==> config.mk <==
export PLATFORM = sky130hd
export DESIGN_NAME = mem_access_unit
export DESIGN_NICKNAME = d
export VERILOG_FILES = /design/src/rtl/mem_access_unit.sv
export SDC_FILE = /design/constraint.sdc
export NUM_CORES = 1
export LEC_CHECK = 0
export BUFFER_PORTS_ARGS = -buffer_cell sky130_fd_sc_hd__buf_4
export CAP_MARGIN = 20
export CORE_ASPECT_RATIO = 0.75
export CORE_MARGIN = 5
export CORE_UTILIZATION = 47
export DETAILED_ROUTE_END_ITERATION = 8
export PLACE_DENSITY_LB_ADDON = 0.08
export SYNTH_ARGS = -nofsm -noshare
export SYNTH_HDL_FRONTEND = slang
export SYNTH_SLANG_ARGS = --single-unit
==> constraint.sdc <==
create_clock -name clk -period 2.3 [get_ports clk]
set_clock_uncertainty 0.1 [all_clocks]
set_input_delay 0.23 -clock clk [delete_from_list [all_inputs] [get_ports clk]]
set_output_delay 0.23 -clock clk [all_outputs]
set_load 0.03 [all_outputs]
==> src/rtl/mem_access_unit.sv <==
// Load/store unit: aligns pipeline requests onto a word-wide memory bus and extracts load data.
// Optional bus-ack watchdog is enabled by defining MAU_TIMEOUT_EN.
module mem_access_unit #(
  parameter int unsigned TIMEOUT = 64
) (
  input  logic        clk,
  input  logic        reset,
  input  logic        req_valid,
  output logic        req_ready,
  input  logic        req_write,
  input  logic [1:0]  req_width,
  input  logic        req_signed,
  input  logic [31:0] req_addr,
  input  logic [31:0] req_wdata,
  output logic        resp_valid,
  output logic [31:0] resp_rdata,
  output logic [1:0]  resp_cause,
  output logic        mem_req,
  output logic        mem_we,
  output logic [31:0] mem_addr,
  output logic [3:0]  mem_be,
  output logic [31:0] mem_wdata,
  input  logic        mem_ack,
  input  logic [31:0] mem_rdata
);

  typedef enum logic [1:0] {StIdle, StBus, StResp} state_e;

  localparam logic [1:0] CauseOk       = 2'b00;
  localparam logic [1:0] CauseMisLoad  = 2'b01;
  localparam logic [1:0] CauseMisStore = 2'b10;

  if (TIMEOUT == 0) begin : g_bad_timeout
    $error("TIMEOUT must be nonzero");
  end

  state_e      state_q, state_d;
  logic        write_q, write_d;
  logic [1:0]  width_q, width_d;
  logic        signed_q, signed_d;
  logic [31:0] addr_q, addr_d;
  logic [31:0] wdata_q, wdata_d;
  logic [31:0] rdata_q, rdata_d;
  logic [1:0]  cause_q, cause_d;

`ifdef MAU_TIMEOUT_EN
  localparam int unsigned CntW = (TIMEOUT > 1) ? $clog2(TIMEOUT) : 1;
  logic [CntW-1:0] cnt_q, cnt_d;
`endif

  logic        req_misaligned;
  logic [3:0]  be_w;
  logic [31:0] lane_wdata;
  logic [31:0] load_data;

  always_comb begin
    unique case (req_width)
      2'b01:   req_misaligned = req_addr[0];
      2'b10:   req_misaligned = 1'b0;
      default: req_misaligned = |req_addr[1:0];
    endcase
  end

  // Byte-lane enables and replicated store data, derived from the registered request.
  always_comb begin
    unique case (width_q)
      2'b01: begin
        be_w       = addr_q[1] ? 4'b1100 : 4'b0011;
        lane_wdata = {2{wdata_q[15:0]}};
      end
      2'b10: begin
        be_w       = 4'b0001 << addr_q[1:0];
        lane_wdata = {4{wdata_q[7:0]}};
      end
      default: begin
        be_w       = 4'b1111;
        lane_wdata = wdata_q;
      end
    endcase
  end

  always_comb begin
    logic [15:0] half;
    logic [7:0]  byte_v;
    half   = addr_q[1] ? mem_rdata[31:16] : mem_rdata[15:0];
    unique case (addr_q[1:0])
      2'b00:   byte_v = mem_rdata[7:0];
      2'b01:   byte_v = mem_rdata[15:8];
      2'b10:   byte_v = mem_rdata[23:16];
      default: byte_v = mem_rdata[31:24];
    endcase
    unique case (width_q)
      2'b01:   load_data = {{16{signed_q & half[15]}}, half};
      2'b10:   load_data = {{24{signed_q & byte_v[7]}}, byte_v};
      default: load_data = mem_rdata;
    endcase
  end

  always_comb begin
    state_d  = state_q;
    write_d  = write_q;
    width_d  = width_q;
    signed_d = signed_q;
    addr_d   = addr_q;
    wdata_d  = wdata_q;
    rdata_d  = rdata_q;
    cause_d  = cause_q;
`ifdef MAU_TIMEOUT_EN
    cnt_d    = cnt_q;
`endif
    unique case (state_q)
      StIdle: begin
        if (req_valid) begin
          write_d  = req_write;
          width_d  = req_width;
          signed_d = req_signed;
          addr_d   = req_addr;
          wdata_d  = req_wdata;
`ifdef MAU_TIMEOUT_EN
          cnt_d    = '0;
`endif
          if (req_misaligned) begin
            state_d = StResp;
            rdata_d = '0;
            cause_d = req_write ? CauseMisStore : CauseMisLoad;
          end else begin
            state_d = StBus;
          end
        end
      end
      StBus: begin
        if (mem_ack) begin
          state_d = StResp;
          rdata_d = write_q ? 32'd0 : load_data;
          cause_d = CauseOk;
`ifdef MAU_TIMEOUT_EN
        end else if (cnt_q == CntW'(TIMEOUT - 1)) begin
          state_d = StResp;
          rdata_d = '0;
          cause_d = 2'b11;
        end else begin
          cnt_d = cnt_q + 1'b1;
`endif
        end
      end
      StResp: state_d = StIdle;
      default: state_d = StIdle;
    endcase
  end

  always_ff @(posedge clk) begin
    if (reset) begin
      state_q  <= StIdle;
      write_q  <= 1'b0;
      width_q  <= 2'b00;
      signed_q <= 1'b0;
      addr_q   <= '0;
      wdata_q  <= '0;
      rdata_q  <= '0;
      cause_q  <= CauseOk;
`ifdef MAU_TIMEOUT_EN
      cnt_q    <= '0;
`endif
    end else begin
      state_q  <= state_d;
      write_q  <= write_d;
      width_q  <= width_d;
      signed_q <= signed_d;
      addr_q   <= addr_d;
      wdata_q  <= wdata_d;
      rdata_q  <= rdata_d;
      cause_q  <= cause_d;
`ifdef MAU_TIMEOUT_EN
      cnt_q    <= cnt_d;
`endif
    end
  end

  // Bus fields are forced to zero whenever no request is outstanding.
  always_comb begin
    req_ready  = (state_q == StIdle);
    resp_valid = (state_q == StResp);
    resp_rdata = rdata_q;
    resp_cause = cause_q;
    mem_req    = (state_q == StBus);
    mem_we     = mem_req & write_q;
    mem_addr   = mem_req ? {addr_q[31:2], 2'b00} : 32'd0;
    mem_be     = mem_req ? be_w : 4'b0000;
    mem_wdata  = mem_req ? lane_wdata : 32'd0;
  end

endmodule

# Yosys cells after proc, flatten, opt, wreduce, memory -nomap -nowiden
# Index checks and enable logic that the tools add are counted.
[word_totals]
ff_bits = 104
output_inout_bits = 106
[op_classes]
eq_ne = 11
shift = 1
muxes = 24
bitwise = 3
reduce_logical = 7
[ops]
columns = ["op", "count"]
rows = [
  ["$mux W32", 6],
  ["$pmux W32 S2", 3],
  ["$pmux W8 S3", 1],
  ["$mux W16", 1],
  ["$mux W2", 7],
  ["$eq A2 B1 Y1 const B", 4],
  ["$eq A2 B2 Y1 const B", 4],
  ["$mux W4", 2],
  ["$pmux W2 S2", 2],
  ["$pmux W4 S2", 1],
  ["$logic_not A2 Y1", 2],
  ["$ne A2 B1 Y1 const B", 2],
  ["$reduce_and A2 Y1", 2],
  ["$reduce_and A4 Y1", 1],
  ["$shl A1 B2 Y4 const A", 1],
  ["$and A1 B1 Y1", 3],
  ["$ne A2 B2 Y1 const B", 1],
  ["$pmux W1 S2", 1],
  ["$reduce_bool A2 Y1", 1],
  ["$reduce_or A2 Y1", 1],
]

# Longest topological paths before layout
[depth]
word_depth = 7
depth_mapped = 8

# Worst setup path before layout
# OpenSTA, ideal clock, no wires.
[synth_timing]
kind = "reg-to-output"
start = "register width_q[0]"
end = "output mem_wdata[15]"
arrival_ns = 1.910
path_slack_ns = 0.060
stages_incl_launch_ff = 9
path_buffers = 2
cell_sequence = "dfxtp_1 -> inv_1 -> ha_1 -> clkbuf_1 -> buf_2 -> a21oi_1 -> o21ai_1 -> nand2_1 -> a21oi_1"
[synth_via]
elab_chain_len = 3
elab_cells_between_ends = 4
classes_between = "2 x eq/ne; 2 x mux"
[synth_rtl]
columns = ["item", "line_no", "text"]
rows = [
  ["from (decl)", "39", "logic [1:0] width_q, width_d;"],
  ["from (signal assigned)", "167", "width_q <= width_d;"],
  ["$eq A2 B2 Y1 / $eq A2 B1 Y1 (equally long branches)", "66", "unique case (width_q)"],
  ["$pmux W32 S2 (*)", "66", ""],
  ["$mux W32 (*)", "189", "mem_wdata = mem_req ? lane_wdata : 32'd0;"],
  ["to (decl)", "22", "output logic [31:0] mem_wdata,"],
]
# Every way passes the cells marked *; elsewhere a longest branch is shown, timed or not.

# Final worst setup path
[layout_timing]
start = "register width_q[0]"
end = "output mem_be[0]"
[layout_via]
elab_chain_len = 3
elab_cells_between_ends = 4
classes_between = "2 x eq/ne; 2 x mux"
[layout_rtl]
columns = ["item", "line_no", "text"]
rows = [
  ["$eq A2 B2 Y1 / $eq A2 B1 Y1 (equally long branches)", "66", ""],
  ["$pmux W4 S2 (*)", "66", ""],
  ["$mux W4 (*)", "188", "mem_be = mem_req ? be_w : 4'b0000;"],
  ["to (decl)", "21", "output logic [3:0] mem_be,"],
]
# Marked as above.

==> results.json <==
{
  "final_util_pct": 67.5,
  "gp_congestion": 0.836,
  "die_x_um": 128,
  "relSlewSlack_pct": 53.7,
  "ys_ff_latch": 104,
  "finalNonFillerCells": 935,
  "vias": 5000,
  "numCtsBuffers": 9,
  "crit_fanout": 29,
  "layout_setup_ws_ns": 0.0830,
  "maxCapViolations": 0,
  "synthTopCellsByArea": "dfxtp_1, nand2_1, a21oi_1",
  "whs_ns": 0.0297,
  "maxSlewViolCount": 0,
  "hold_violations": 0,
  "syn_inst": 604,
  "worstHoldPathType": "in2reg",
  "cp.required_ns": 1.97,
  "grt_max_degree": 44,
  "track_usage_pct": 23.5,
  "placedCellCount": 918,
  "yosys.area.top_type_share_pct": 42.6,
  "antenna_cells": 0,
  "critical_path_class": "reg2out",
  "area.growth.synth_to_final_pct": 41.0,
  "synth_area_per_cell_um2": 8.09,
  "yosys.area.top_type": "dfxtp_1",
  "synth-edff-count": 0,
  "synth_compound_area_share_pct": 24.8,
  "synthMuxAreaShare_pct": 3.13,
  "final_cell_mix": "buf_4, nand2_1, dfxtp_1",
  "pin_count": 210,
  "layout_commonest_cell": "buf_4",
  "seqCellArea_um2": 2080,
  "synth_xor_area_share_pct": 0,
  "yosys.area_share.simple_pct": 22.7,
  "critPathCaptureType": "output port",
  "start_util_pct": 47.8,
  "multi_input_area_um2": 2560,
  "yosys.cell_types.count": 41,
  "async_flop_share_pct": 0,
  "io_buffers": 207,
  "clock-root-buffer": "clkbuf_16",
  "die_area_um2": 12600,
  "initialDrtViolationCount": 387,
  "clock_latency_ns": 0.34,
  "drcViolationCount": 0,
  "fin_setup_tns_ns": 0,
  "synth_top_family_by_area": "compound AO/OA/AOI/OAI gates",
  "cp-start-kind": "flip-flop",
  "cts.sinks": 104,
  "cts_tree": "yes",
  "seq_area_frac_synth_pct": 42.6,
  "finalSetupViolations": 0,
  "finalNetCount": 901,
  "routedWlPerCell_um": 16.4,
  "period_minus_slack_ns": 2.22,
  "p_leak_nw": 2.96,
  "core_area_um2": 10200,
  "cts_htree_levels": 3,
  "rsz0062_at_grt": "no",
  "ir_drop_mv": 0.542,
  "yosys_warnings": 0,
  "antenna_found_initial": 0,
  "synth_ff_type": "dfxtp_1",
  "grt_pass1_vias": 4747,
  "clock.fmax_ghz": 0.451,
  "path_clk_slew_ns": 0.07,
  "synth_fa_ha_area_share_pct": 0.768,
  "place_area_um2": 6520,
  "worstMarginPinSlew_ns": 0.695,
  "die_y_um": 98.3,
  "hpwl_um": 11200,
  "overflow": 0,
  "synthesis.area_um2": 4880,
  "via_per_inst": 5.35,
  "cts_buffer_depth": 2,
  "outcome": "complete, no violations",
  "finalInstanceArea_um2": 6890,
  "drive_above_1_share_pct": 34.2,
  "power_density_nw_per_um2": 664,
  "wl_um": 15400,
  "critPathArrivalTime_ns": 1.89,
  "postRouteAntennaNets": 0,
  "grt_pass1_wl_um": 24100,
  "rows": 32,
  "final.period_utilization_pct": 96.4,
  "power_mw": 4.57,
  "dr.pass1.iters": 5,
  "num-fill-cells": 874,
  "place_ws_ns": 0.0319
}
==> worst paths after layout <==
path                 startpoint              to  slack [ns]  cells after the start
setup / recovery     width_q[0]       mem_be[0]        0.08                      7
hold / removal    mem_rdata[28]  resp_rdata[28]        0.03                      3
setup reg to reg     width_q[0]   resp_rdata[3]        0.30                      8
hold reg to reg      addr_q[16]      addr_q[16]        0.35                      2
==> area by class of cell <==
class / instances / area share (%)
clock inverter: 5 / 0.472
sequential: 104 / 30.3
multi-input combinational: 441 / 37.2
timing repair buffer: 229 / 25.6
clock buffer: 11 / 3.52
tap: 136 / 2.47
inverter: 9 / 0.491
==> timing repair <==
item                                    4_1_cts  5_1_grt
buffers inserted                              0        0
hold endpoints to repair                      0        0
gates resized for setup                       8        5
gates cloned                                  0        1
hold buffers                                  0        0
endpoints found under the setup margin       19       52
==> kinds of logic after synthesis <==
kind of cell | count (synthesis)
compound gates | 173
fa+ha+maj | 3
other cells | 1
buf+inv | 60
mux | 14
flops | 104
simple gates | 249
==> registers in the layout, indices dropped and copies added, names as in the netlist <==
register and flops:
state_q 2, addr_q 32, resp_cause 2, signed_q 1
resp_rdata 32, wdata_q 32, width_q 2, write_q 1
==> cell usage after synthesis (8+ instances only) <==
cell	count
and2_1	41
a21oi_1	76
o21ai_0	11
o2bb2ai_2	10
buf_2	15
o2bb2ai_1	22
o21ai_1	8
dfxtp_1	104
a22oi_1	16
nand2_1	141
nor2_1	51
clkbuf_1	21
==> critical path: stages, from the launching register on <==
cell and delay, ns:
dfxtp_1 0.36, inv_1 0.09, ha_4 0.31, inv_2 0.06, buf_6 0.18, a22oi_2 0.23
and2_1 0.16, buf_4 0.16
==> report_power, final <==
part           total [mW]  switching [mW]  internal [mW]  leakage, nW
combinational        1.14           0.672          0.472         1.98
clock                1.42           0.659          0.760        0.128
sequential           2.01          0.0888           1.92        0.850
==> metal layers <==
layer  vias up  part of all wire [%]  global-route usage [%]  routed length [µm]
met5         -                     0                       0                   0
met4         0                   1.5                    6.85                 232
met3        20                   9.1                    7.65                1400
met2       206                    47                    37.7                7230
met1      2325                    42                    30.5                6520
li1       2449                     -                       -                   -
Power figures use the tool's default switching activity.
